## src/rtl/count_seq_checker_sat_counter.sv

```systemverilog
// Saturating event counter: counts inc pulses, sticks at all-ones, clears on
// synchronous reset.
module sat_counter #(
  parameter int WIDTH = 8
) (
  input  logic             clk,
  input  logic             rst,
  input  logic             inc,
  output logic [WIDTH-1:0] value
);

  logic [WIDTH-1:0] r_value;

  // NOTE: sequential state uses non-blocking assignments only, so every
  // always_ff reads the pre-edge values of all registers regardless of order.
  always_ff @(posedge clk) begin
    if (rst) begin
      r_value <= '0;
    end else if (inc && (r_value != '1)) begin
      r_value <= r_value + WIDTH'(1);
    end
  end

  assign value = r_value;

endmodule

```

## config.mk

```make
export PLATFORM = sky130hd
export DESIGN_NAME = sat_counter
export DESIGN_NICKNAME = d
export VERILOG_FILES = /design/src/rtl/count_seq_checker_sat_counter.sv
export SDC_FILE = /design/constraint.sdc
export NUM_CORES = 1
export LEC_CHECK = 0
export BUFFER_PORTS_ARGS = -buffer_cell sky130_fd_sc_hd__buf_4
export CAP_MARGIN = 20
export CORE_AREA = 2 2 39 41
export DETAILED_ROUTE_END_ITERATION = 10
export DIE_AREA = 0 0 41 43
export GPL_ROUTABILITY_DRIVEN = 1
export GPL_TIMING_DRIVEN = 0
export HOLD_SLACK_MARGIN = 0.02
export SLEW_MARGIN = 20
export SYNTH_ARGS = -nofsm -noshare
export SYNTH_HDL_FRONTEND = slang
export SYNTH_SLANG_ARGS = --single-unit
```

## constraint.sdc

```tcl
create_clock -name clk -period 1.5 [get_ports clk]
set_clock_uncertainty 0.2 [all_clocks]
set_input_delay 0.15 -clock clk [delete_from_list [all_inputs] [get_ports clk]]
set_output_delay 0.15 -clock clk [all_outputs]
set_load 0.05 [all_outputs]
```

==> Word-level counts from Yosys, hierarchy flattened <==
Cells that the tools add are included.
Widths: inputs -> output; s select.
{ "totals": {"ff_bits": 8, "latch_bits": 0, "mem_bits_rw": 0, "mem_bits_ro": 0, "output_inout_bits": 8, "wordCells": 4, "mem_count": 0} }
{ "classes": {"addsub": 1, "n_mul": 0, "div": 0, "magnitude_cmp": 0, "n_eq_ne": 1, "shift": 0, "n_mux": 0, "bitwise_logic": 0, "n_reduce_logical": 1} }
{ "ops": {"columns": ["cell", "count"], "rows": [
  ["$add 8x1->8 const B", 1],
  ["$ne 8x8->1 const B", 1],
  ["$logic_and 1x1->1", 1]
]} }

==> Longest topological paths before layout <==
{ "logic_depth": {"depth_word": 2, "depth_mapped": 4, "ltp_nobuf": 4} }

==> Worst setup path after synthesis <==
OpenSTA, ideal clock, no wires.
{ "synth_timing": {"path_type": "reg2reg", "from": "reg r_value[0], in the netlist value[0]", "to": "reg r_value[0], in the netlist value[0]", "setup_time_ps": 121, "t_arrival_ps": 1536, "required_ps": 1179, "slack_ps": -357, "stages_incl_launch_ff": 5, "n_path_buf": 0, "cell_sequence": "dfxtp_1 > ha_1 > and3_4 > a21boi_4 > mux2_4"} }
{ "synth_between": {"elab_chain_cells": 2} }
{ "synth_lines": {"columns": ["element", "line_no", "text"], "rows": [
  ["start: declaration", "12", "logic [WIDTH-1:0] r_value;"],
  ["start signal: assignment", "20", "r_value <= r_value + WIDTH'(1);"],
  ["parallel branches: the longest is 2 deep, another holds $add 8x1->8", null, null]
]} }
Parallel ways; which one is timed is not known.
A chain may end at the register's enable or synchronous reset.

==> Final worst setup path <==
{ "layout_timing": {"from": "reg r_value[3], in the netlist value[3]", "to": "reg r_value[0], in the netlist value[0]"} }
{ "layout_between": {"elab_chain_cells": 2} }
{ "layout_lines": {"columns": ["element", "line_no", "text"], "rows": [
  ["$ne 8x8->1", "19", "end else if (inc && (r_value != '1)) begin"],
  ["$logic_and 1x1->1", "19", null]
]} }
No other way between the ends.

==> flow_summary.json <==
{
  "slew_violations": 0,
  "p_per_area_nw_per_um2": 712.7,
  "nFillCells": 140,
  "start_util_pct": 31.10,
  "clk_path_buf_depth": 2,
  "power.total_mw": 0.4583,
  "cp.arrival_ps": 1410,
  "netlist_area_sq_um": 430.4,
  "track_usage_pct": 14.36,
  "die_area_sq_um": 1763,
  "rsz0062_at_grt": "false",
  "multi_input_comb_area_sq_um": 267.8,
  "critical_path.max_stage_delay_ps": 360,
  "drt-initial-drc-count": 1,
  "fin_nets": 73,
  "grt_pass1_vias": 373,
  "clock_sinks": 8,
  "hold_violations": 0,
  "ys_seq_elements": 8,
  "vias_per_cell": 5.145,
  "syn_to_final_growth_pct": 49.42,
  "hold_depth": 3,
  "antenna_found_initial": 0,
  "r2r_start": "value[3]",
  "regToRegEndpoint": "value[0]",
  "rr_worst_depth": 4,
  "largest_register_ffs": 8,
  "root_buffer": "clkbuf_4",
  "min_to": "value[2]",
  "clkTransAtPathRegs_ps": 50,
  "critPathKind": "flip-flop to flip-flop",
  "switching_power_mw": 0.1183,
  "clk_latency_ps": 250,
  "switching_share_pct": 25.81,
  "rrSetupSlack_ps": 30,
  "syn_nets": 50,
  "ant_nets": 0,
  "setup_viol": 0,
  "num_io_pins": 11,
  "avgSynthCellArea_sq_um": 9.357,
  "p_leak_nw": 0.2685,
  "outcome": "completed",
  "internal_power_mw": 0.3400,
  "fp.dieW_um": 41,
  "regArea_sq_um": 180.2,
  "required_ps": 1440,
  "drive_above_1_share_pct": 52.24,
  "routed_wl_mm": 1.039,
  "grt_overflow_total": 0,
  "max_freq_mhz": 681.9,
  "insertedDiodeCount": 0,
  "port_buffers": 10,
  "ir_worst_vdd_uv": 384.7,
  "wl_per_cell_um": 12.52,
  "hold_slack_ps": 50.63,
  "crit_path_start_kind": "flip-flop",
  "power_frac_seq_pct": 48.1,
  "grt_pass1_wl_mm": 1.635,
  "relSlewSlack_pct": 87.27,
  "drv_cap": 0,
  "drc": 0,
  "clockPowerShare_pct": 35.6,
  "num_vias": 427,
  "die_height_um": 43,
  "core_sq_um": 1384,
  "routabilityCongestion": 0.7429,
  "cp_slowest_cell": "dfxtp_4",
  "critPathLaunch": "value[3]",
  "crit_chain": "and4_1, buf_6, a21boi_4, mux2_4",
  "grt_max_degree": 9,
  "yosysWarnings": 0,
  "tritoncts": "done",
  "worst_pin_slew_ps": 189.8,
  "numCtsBuffers": 3,
  "end_kind": "flip-flop",
  "seq_area_frac_synth_pct": 37.21,
  "hold_path.class": "primary input to flip-flop",
  "path_max_fanout": 6,
  "htreeDepth": 1,
  "hold_path_startpoint": "inc",
  "fin_crit_ps": 1467,
  "syn_inst": 46,
  "ys_types": 25,
  "firstDrtPassIters": 3,
  "finalCritPeriodShare_pct": 97.77,
  "rows": 14,
  "combPwrFrac_pct": 16.3
}
layout make-up:
cell class	count	area share [%]
inverters	1	0.5837
clock buffers	3	3.502
well taps	16	3.113
repair buffers	18	21.40
flip-flops and latches	8	28.02
multi-input cells	36	41.63
plain buffers	1	1.751
metrics by stage:
stage	instance area (sq um)	TNS [ps]	setup WS [ps]	util (%)	instances
after floorplan	462.9	-31.74	-31.74	-	46
after global placement	558.0	0	3.419	40.33	72
after detailed placement	558.0	0	4.632	40.33	72
after CTS	613.1	0	5.903	44.30	79
after global routing	643.1	0	7.175	46.47	83
final	643.1	0	33.41	46.47	83
critical path, delay by kind of cell, from the launching register on:
kind,cells,cell delay (ps)
mux,1,310
simple gates,1,190
compound gates,1,160
flops,1,360
buf+inv,1,130
kinds of logic after synthesis:
family,Yosys count,synth area share (%)
AO/OA/AOI/OAI,15,25.87
adder cells (fa/ha/maj),1,2.907
buffers and inverters,2,3.487
flip-flops,8,37.21
multiplexers,2,5.813
AND/OR/NAND/NOR,18,24.71
layout by cell type (no fill, tap or decap), drive strengths merged, types with 3 or more instances in the layout:
| cell type | Yosys | routed |
|---|---|---|
| a21oi | 5 | 5 |
| buf | 1 | 18 |
| clkbuf | 0 | 3 |
| dfxtp | 8 | 8 |
| nand2 | 5 | 5 |
layer usage:
metal	share of wire [%]	track usage [%]	wire [um]	vias up
li1	-	-	-	219
met1	45	17.68	470	196
met2	47	20.00	488	8
met3	4.3	3.141	45	4
met4	3.4	12.00	35	0
met5	0	0	0	-
power groups by stage:
stage | Sequential [mW] | Clock [mW] | Combinational, mW
6_report | 0.221 | 0.163 | 0.0748
5_1_grt | 0.221 | 0.184 | 0.0812
4_1_cts | 0.221 | 0.171 | 0.0746
3_5_place_dp | 0.229 | 0 | 0.0591
3_3_place_gp | 0.229 | 0 | 0.0584
2_1_floorplan | 0.247 | 0 | 0.0202
synthesized netlist by cell type (all sizes together):
cell | count | share of area, %
nor2 | 1 | 0.87
o21bai | 2 | 3.5
a311oi | 1 | 2.0
nand2b | 1 | 1.5
and3 | 1 | 2.6
and2b | 1 | 2.0
o21ai | 1 | 1.2
mux2 | 1 | 3.5
nand4 | 2 | 2.9
or3 | 1 | 1.7
nand3 | 2 | 2.3
mux2i | 1 | 2.3
nor3 | 2 | 2.3
inv | 1 | 0.87
ha | 1 | 2.9
nand2 | 5 | 4.4
a21boi | 2 | 6.1
dfxtp | 8 | 37
a211oi | 2 | 3.5
buf | 1 | 2.6
and4 | 2 | 4.1
a31oi | 1 | 1.5
o311a | 1 | 2.3
a21oi | 5 | 5.8
worst max-delay path by stage:
stage / to / slack (ps) / depth (start not counted)
2_1_floorplan: value[0] / -30 / 4
3_3_place_gp: value[0] / 3 / 4
3_5_place_dp: value[0] / 5 / 4
4_1_cts: value[0] / 6 / 4
5_1_grt: value[0] / 7 / 4
6_report: value[0] / 30 / 4
repair_timing:
item | in CTS | in global routing
endpoints found under the setup margin | 1 | 1
setup buffers | 3 | 4
resized for setup | 0 | 0
pin swaps | 1 | 2
hold endpoints to repair | 3 | 0
hold buffers | 1 | 0
No activity file was read; power rests on OpenSTA's default activity.
